--- src/rtl/serial_subtractor_pkg.sv ---
// Shared definitions for the bit-serial subtractor.
//   - FSM state encodings (IDLE/RUN/DONE) as plain localparams and as an enum
//     built from them, so other blocks can decode the raw 2-bit value if needed.
package serial_subtractor_pkg;

    localparam logic [1:0] ST_IDLE = 2'd0;
    localparam logic [1:0] ST_RUN  = 2'd1;
    localparam logic [1:0] ST_DONE = 2'd2;

    typedef enum logic [1:0] {
        IDLE = ST_IDLE,
        RUN  = ST_RUN,
        DONE = ST_DONE
    } state_t;

endpackage

--- src/rtl/serial_subtractor_half_subtractor.sv ---
// Half-subtractor cell: d = x - y (one bit), bo = borrow out.
// Ports:
//   x   in   minuend bit
//   y   in   subtrahend bit
//   d   out  difference bit
//   bo  out  borrow out
module half_subtractor (
    input  logic x,
    input  logic y,
    output logic d,
    output logic bo
);

    assign d  = x ^ y;
    assign bo = ~x & y;

endmodule

--- src/rtl/serial_subtractor.sv ---
// Bit-serial unsigned subtractor: diff = a - b (mod 2^WIDTH), one bit per
// clock, LSB first, with a registered borrow between bit steps.
// Ports:
//   clk     in   clock, rising edge
//   rst_n   in   synchronous active-low reset
//   start   in   request, only honoured in IDLE
//   a       in   minuend, captured when start is accepted
//   b       in   subtrahend, captured when start is accepted
//   busy    out  high while the bit loop runs
//   done    out  one-cycle pulse, diff/borrow valid
//   diff    out  registered difference, held until the next completion
//   borrow  out  registered final borrow (a < b)
//
// state | meaning
// IDLE  | waiting for start
// RUN   | one bit subtracted per clock, WIDTH cycles
// DONE  | results just updated, done pulse
module serial_subtractor
    import serial_subtractor_pkg::*;
#(
    parameter int WIDTH = 8
) (
    input  logic             clk,
    input  logic             rst_n,
    input  logic             start,
    input  logic [WIDTH-1:0] a,
    input  logic [WIDTH-1:0] b,
    output logic             busy,
    output logic             done,
    output logic [WIDTH-1:0] diff,
    output logic             borrow
);

    localparam int CW = (WIDTH > 1) ? $clog2(WIDTH) : 1;
    localparam logic [CW-1:0] CNT_LAST = CW'(WIDTH - 1);

    state_t           state_q, state_d;
    logic [WIDTH-1:0] a_q, a_d;
    logic [WIDTH-1:0] b_q, b_d;
    // Only WIDTH-1 bits of partial result are kept: the last bit goes
    // straight from the cell into diff on the final step.
    logic [WIDTH-2:0] res_q, res_d;
    logic [CW-1:0]    cnt_q, cnt_d;
    logic             bin_q, bin_d;
    logic [WIDTH-1:0] diff_q, diff_d;
    logic             borrow_q, borrow_d;

    logic             d1, bo1, d_bit, bo2, bout;
    logic [WIDTH-1:0] res_next;

    // Full-subtract cell from two half subtractors: (x - y) - bin.
    half_subtractor u_hs_xy (
        .x  (a_q[0]),
        .y  (b_q[0]),
        .d  (d1),
        .bo (bo1)
    );

    half_subtractor u_hs_bin (
        .x  (d1),
        .y  (bin_q),
        .d  (d_bit),
        .bo (bo2)
    );

    assign bout     = bo1 | bo2;
    assign res_next = {d_bit, res_q};

    always_comb begin
        state_d  = state_q;
        a_d      = a_q;
        b_d      = b_q;
        res_d    = res_q;
        cnt_d    = cnt_q;
        bin_d    = bin_q;
        diff_d   = diff_q;
        borrow_d = borrow_q;

        case (state_q)
            IDLE: begin
                if (start) begin
                    a_d     = a;
                    b_d     = b;
                    bin_d   = 1'b0;
                    cnt_d   = '0;
                    state_d = RUN;
                end
            end
            RUN: begin
                a_d   = a_q >> 1;
                b_d   = b_q >> 1;
                res_d = res_next[WIDTH-1:1];
                bin_d = bout;
                if (cnt_q == CNT_LAST) begin
                    diff_d   = res_next;
                    borrow_d = bout;
                    state_d  = DONE;
                end else begin
                    cnt_d = cnt_q + CW'(1);
                end
            end
            DONE: begin
                state_d = IDLE;
            end
            default: begin
                state_d = IDLE;
            end
        endcase
    end

    always_ff @(posedge clk) begin
        if (!rst_n) begin
            state_q  <= IDLE;
            a_q      <= '0;
            b_q      <= '0;
            res_q    <= '0;
            cnt_q    <= '0;
            bin_q    <= 1'b0;
            diff_q   <= '0;
            borrow_q <= 1'b0;
        end else begin
            state_q  <= state_d;
            a_q      <= a_d;
            b_q      <= b_d;
            res_q    <= res_d;
            cnt_q    <= cnt_d;
            bin_q    <= bin_d;
            diff_q   <= diff_d;
            borrow_q <= borrow_d;
        end
    end

    assign busy   = (state_q == RUN);
    assign done   = (state_q == DONE);
    assign diff   = diff_q;
    assign borrow = borrow_q;

endmodule

--- config.mk ---
export PLATFORM = sky130hd
export DESIGN_NAME = serial_subtractor
export DESIGN_NICKNAME = d
export VERILOG_FILES = /design/src/rtl/serial_subtractor_pkg.sv /design/src/rtl/serial_subtractor_half_subtractor.sv /design/src/rtl/serial_subtractor.sv
export SDC_FILE = /design/constraint.sdc
export NUM_CORES = 1
export LEC_CHECK = 0
export CAP_MARGIN = 25
export CELL_PAD_IN_SITES_DETAIL_PLACEMENT = 0
export CELL_PAD_IN_SITES_GLOBAL_PLACEMENT = 1
export CORE_ASPECT_RATIO = 0.7
export CORE_MARGIN = 2
export CORE_UTILIZATION = 35
export CTS_CLUSTER_SIZE = 14
export DETAILED_ROUTE_END_ITERATION = 10
export PLACE_DENSITY_LB_ADDON = 0.15
export SLEW_MARGIN = 5
export SYNTH_ARGS = -nofsm -noshare
export SYNTH_HDL_FRONTEND = slang
export SYNTH_HIERARCHICAL = 1
export SYNTH_SLANG_ARGS = --single-unit
--- constraint.sdc ---
create_clock -name clk -period 1.6 [get_ports clk]
set_clock_uncertainty 0.05 [all_clocks]
set_input_delay 0.32 -clock clk [delete_from_list [all_inputs] [get_ports clk]]
set_output_delay 0.32 -clock clk [all_outputs]
set_load 0.01 [all_outputs]
==> results of run 1 <==
## sequential cells by signal (all words and copies together), names as in the netlist
register,cells
bin_q,1
state_q,2
res_q,7
borrow,1
b_q,8
cnt_q,3
diff,8
a_q,8
## where the power goes
| group | switching [uW] | total [uW] | internal, uW |
|---|---|---|---|
| combinational | 124 | 265 | 141 |
| clock | 336 | 1000 | 665 |
| sequential | 26.7 | 1020 | 991 |
| total | 488 | 2280 | 1800 |
## final cells by class
type | count | area [um2]
inverters | 5 | 26.3
multi-input cells | 121 | 835
well taps | 57 | 71.3
fillers | 452 | 2530
clock inverters | 2 | 60.1
repair buffers | 39 | 365
flip-flops and latches | 38 | 762
clock buffers | 6 | 82.6
## synth_stat cells
master / instances
a21boi_0: 8
a21boi_1: 8
a21oi_1: 1
a22oi_1: 2
and2_1: 1
and2b_1: 1
and3_1: 1
buf_12: 1
buf_2: 3
buf_6: 5
buf_8: 1
clkbuf_1: 2
dfxtp_1: 38
ha_1: 4
inv_1: 4
inv_8: 1
mux2i_1: 14
nand2_1: 42
nand2b_1: 5
nand3_1: 8
nand3b_2: 1
nor2b_1: 2
nor3b_1: 1
nor4bb_1: 1
o211a_1: 14
o21ai_0: 4
o21ba_1: 1
o21bai_1: 1
o311a_1: 1
## how the worst min path moves through the flow
stage / endpoint / start / cells after the start
2_1_floorplan: res_q[0] / res_q[0] / 2
3_3_place_gp: res_q[0] / res_q[0] / 2
3_5_place_dp: res_q[0] / res_q[0] / 2
4_1_cts: res_q[0] / res_q[0] / 2
5_1_grt: res_q[0] / res_q[0] / 2
6_report: res_q[0] / res_q[0] / 2
## stage by stage
stage	area, um2	setup slack, ns
finish	2200	0.0656
global route	2200	-0.0290
CTS	2180	0.0243
detailed placement	2030	-0.0359
global placement	2030	-0.0117
floorplan	1710	0.160
## what timing repair did
item                                    CTS  global route
hold buffers                              0             0
resized for setup                         5             4
endpoints found under the hold margin     0             0
endpoints found under the setup margin    2             5
## per-layer routing
layer  part of all wire  GRT usage  routed length, um  up-vias
met5                  0          0                  0        -
met4             0.0053     0.0346                 18        0
met3              0.026     0.0396                 88        2
met2               0.43      0.180               1450       17
met1               0.54      0.200               1850      621
li1                   -          -                  -      673
## kinds of logic (layout without fill, tap and decap cells)
kind of cell | count (synthesis) | after routing
compound gates | 40 | 40
fa+ha+maj | 4 | 4
buf+inv | 17 | 52
simple gates | 63 | 63
flops | 38 | 38
mux | 14 | 14
==> flow_summary.toml, run 1 <==
[critical_path]
cp.depth = 1
critical_path.max_stage_delay_ns = 0.54
crit_start = "diff[3]"
cp_cell_sequence = "clkdlybuf4s50_1"
path_class = "reg -> out"
reg2reg_from = "cnt_q[0]"
cp-end-kind = "output pin"
cp_data_required_time_ns = 1.23
crit_slowest_cell = "clkdlybuf4s50_1"
reg2regPathDepth = 5
cp_max_fo = 2
cp-start-kind = "flop"
r2r-end = "cnt_q[1]"
critical_path.top_delay_family = "buffers and inverters"
crit_arrival_ns = 1.16
critPathBufInv = 1
crit_path_end = "diff[3]"
r2r_slack_ns = 0.12

[placement]
dp.cells = 260
hpwl_um = 2420
gp_congestion = 0.673
io_buffers = 29

[die]
die_x_um = 87.5
die_area_mm2 = 0.00547
start_util = 0.361
ios = 30
rows = 21
coreArea_mm2 = 0.00473
fp.dieH_um = 62.5

[logic_synthesis]
synthTopCellsByArea = "dfxtp_1 45%, nand2_1 9.2%, mux2i_1 8.2%"
synth-seq-cells = 38
muxShareOfSynthArea = 0.0820
synth_top_area_share = 0.445
yosys.area.top_type = "dfxtp_1"
synth_compound_gate_area_share = 0.192
ys_seq_area_frac = 0.445
synth_xor_area_frac = 0
yosys.area_share.adder = 0.0293
syn-cell-area_mm2 = 0.00171
ys_warn_count = 6
synth_cell_types = 29
yosys.area_share.simple = 0.170
synth_cells = 176
synth_top_family_by_area = "compound AO/OA/AOI/OAI gates"
syn_area_per_cell_um2 = 9.71
synth_nets = 199

[clocking]
clock_path_buffers = 2
postCtsSetupRepairBufs = 0
htreeDepth = 2
clk_latency_ns = 0.28
clkSlewWorstSetupHoldPaths_ns = 0.08
cts_tree = "done"
cts_root_buffer = "clkbuf_8"
clock-sinks = 38
numCtsBuffers = 5

[timing]
period_needed_ns = 1.53
drv_slew = 0
setup_viol = 0
fin_tns_setup_ns = 0
holdWs_ns = 0.407
hold_viol_final = 0
worst_slew_pin_slew_ns = 0.345
post-route-period-util = 0.959
max_freq_mhz = 652
max-slew-margin-rel = 0.767

[route]
first_pass_iters = 4
routedWlPerCell_um = 12.7
vias_per_cell = 4.90
num_vias = 1313
drt_iter0_markers = 77
antenna_left = 0
routed_wl_um = 3400
drc = 0

[grt]
grt_max_degree = 30
antenna_found_initial = 0
grt_overflow = 0
grt_pass1_wl_um = 5760
track_usage = 0.132
first_global_vias = 1258

[finish]
utilization = 0.466
nNetsFinal = 233
final_layout_size_suffix_gt1_frac = 0.114
syn_to_final_growth_pct = 28.8
final_common_cell = "nand2_1"
layout_common_cells = "42 x nand2_1, 37 x dfxtp_1, 26 x clkdlybuf4s50_1, 14 x mux2i_1, 14 x o211a_1"
antenna_cells = 0
instances_no_fill = 268

[outcome]
status = "complete, no violations"

[hold_path]
hold_class = "reg -> reg"

[power_and_ir_drop]
p_leak_uw = 0.00102
peakVddDrop_mv = 0.319
finalPower_uw = 2280
p_per_area_mw_per_mm2 = 1040

[flow_run]
drv_cap = 0
Power figures use the tool's default switching activity.
==> run 2: changes to the inputs <==
--- a/config.mk
+++ b/config.mk
@@ -11,7 +11,6 @@
 export CORE_ASPECT_RATIO = 0.7
 export CORE_MARGIN = 2
 export CORE_UTILIZATION = 35
-export CTS_CLUSTER_SIZE = 14
 export DETAILED_ROUTE_END_ITERATION = 10
 export PLACE_DENSITY_LB_ADDON = 0.15
 export SLEW_MARGIN = 5
@@ -19,3 +18,4 @@
 export SYNTH_HDL_FRONTEND = slang
 export SYNTH_HIERARCHICAL = 1
 export SYNTH_SLANG_ARGS = --single-unit
+export TNS_END_PERCENT = 1
==> results of run 2 <==
The final DEF is identical to that of run 1; final timing and power are the same.
==> run 3: changes to the inputs <==
--- a/config.mk
+++ b/config.mk
@@ -10,7 +10,7 @@
 export CELL_PAD_IN_SITES_GLOBAL_PLACEMENT = 1
 export CORE_ASPECT_RATIO = 0.7
 export CORE_MARGIN = 2
-export CORE_UTILIZATION = 35
+export CORE_UTILIZATION = 39
 export DETAILED_ROUTE_END_ITERATION = 10
 export PLACE_DENSITY_LB_ADDON = 0.15
 export SLEW_MARGIN = 5
==> flow_summary.toml, run 3 (synthesized netlist as in run 1, its figures left out) <==
[power_and_ir_drop]
swShare = 0.218
peakVddDrop_mv = 0.727
p_int_uw = 1760
pwr-share-comb = 0.118
p_leak_uw = 0.000986
p_per_area_mw_per_mm2 = 1030
switchingPower_uw = 490
clkPwrFrac = 0.430
seqPwrFrac = 0.452

[grt]
track_usage = 0.137
grt_overflow = 0
grt_pass1_wl_um = 5350
antenna_found_initial = 0
grt_max_degree = 39
first_global_vias = 1200

[clocking]
clkSlewWorstSetupHoldPaths_ns = 0.08
cts_tree = "done"
clock_path_buffers = 2
postCtsSetupRepairBufs = 0
htreeDepth = 2
clk_latency_ns = 0.29
clock-sinks = 38
holdBufCountCts = 0
cts_root_buffer = "clkbuf_8"
numCtsBuffers = 5

[timing]
rsz0062_at_grt = "no"
max-slew-margin-rel = 0.709
worst_slew_pin_slew_ns = 0.431
setup_viol = 0
period_needed_ns = 1.53
drv_slew = 0
post-route-period-util = 0.956
fin_ws_ns = 0.0701
holdWs_ns = 0.409
max_freq_mhz = 654
hold_viol_final = 0
fin_tns_setup_ns = 0

[hold_path]
hold_class = "reg -> reg"

[die]
die_area_mm2 = 0.00494
die_x_um = 83.1
start_util = 0.399
fp.dieH_um = 59.4
coreArea_mm2 = 0.00428
rows = 20
ios = 30

[critical_path]
critPathBufInv = 1
crit_slowest_cell = "clkdlybuf4s50_1"
cp_max_fo = 2
cp-end-kind = "output pin"
cp-start-kind = "flop"
cp_cell_sequence = "clkdlybuf4s50_1"
critical_path.top_delay_family = "buffers and inverters"
critical_path.max_stage_delay_ns = 0.53
path_class = "reg -> out"
crit_arrival_ns = 1.16
cp_data_required_time_ns = 1.23

[flow_run]
drv_cap = 0

[finish]
nNetsFinal = 233
final_layout_size_suffix_gt1_frac = 0.109
layout_common_cells = "42 x nand2_1, 36 x dfxtp_1, 26 x clkdlybuf4s50_1, 14 x mux2i_1, 14 x o211a_1"
instances_no_fill = 266
fillers = 394
antenna_cells = 0
final_common_cell = "nand2_1"
syn_to_final_growth_pct = 28.2

[route]
drc = 0
antenna_left = 0
routedWlPerCell_um = 12.0
vias_per_cell = 4.88
first_pass_iters = 4
num_vias = 1298
routed_wl_um = 3200
drt_iter0_markers = 78

[placement]
hpwl_um = 2300
dp.cells = 258
io_buffers = 29
post-place-ws_ns = 0.0282
gp_congestion = 0.703

[outcome]
status = "complete, no violations"
## run 3: area by class of cell
cell class	count	area, um2	area share
multi-input cells	121	816	0.372
flip-flops and latches	38	763	0.348
repair buffers	39	379	0.173
clock buffers	5	68.8	0.0314
clock inverters	3	68.8	0.0314
well taps	55	68.8	0.0314
inverters	5	26.3	0.0120
## run 3: final timing paths
check | cells after the start | slack [ns] | startpoint | end
max | 1 | 0.07 | diff[5] | diff[5]
min | 2 | 0.41 | res_q[0] | res_q[0]
max reg2reg | 5 | 0.10 | cnt_q[0] | cnt_q[0]
min reg2reg | 2 | 0.41 | res_q[0] | res_q[0]
## run 3: tightest hold or removal path, stage by stage, from the launching register on
cell and delay, ns:
dfxtp_1 0.32, nand2_1 0.05, a21boi_1 0.05
## run 3: routing by layer
| layer | wire [um] | global-route usage |
|---|---|---|
| met5 | 0 | 0 |
| met2 | 1340 | 0.210 |
| met3 | 148 | 0.0460 |
| met1 | 1690 | 0.181 |
| met4 | 30 | 0.0562 |
## run 3: power groups by stage
| stage | clock, uW | combinational, uW | sequential [uW] |
|---|---|---|---|
| 2_1_floorplan | 0 | 201 | 1030 |
| 3_3_place_gp | 0 | 263 | 1040 |
| 3_5_place_dp | 0 | 268 | 1040 |
| 4_1_cts | 999 | 269 | 1020 |
| 5_1_grt | 1050 | 293 | 1020 |
| 6_report | 967 | 265 | 1020 |
## run 3: what timing repair did
action | in CTS | in global routing
setup endpoints to repair | 2 | 2
gates resized for setup | 5 | 3
cloned | 0 | 0
## run 3: metrics by stage
stage	power, uW	cell area [um2]	util
after floorplan	1230	1710	-
after global routing	2360	2190	0.512
after CTS	2280	2190	0.511
after global placement	1300	2040	0.477
final	2250	2190	0.512
after detailed placement	1310	2040	0.477
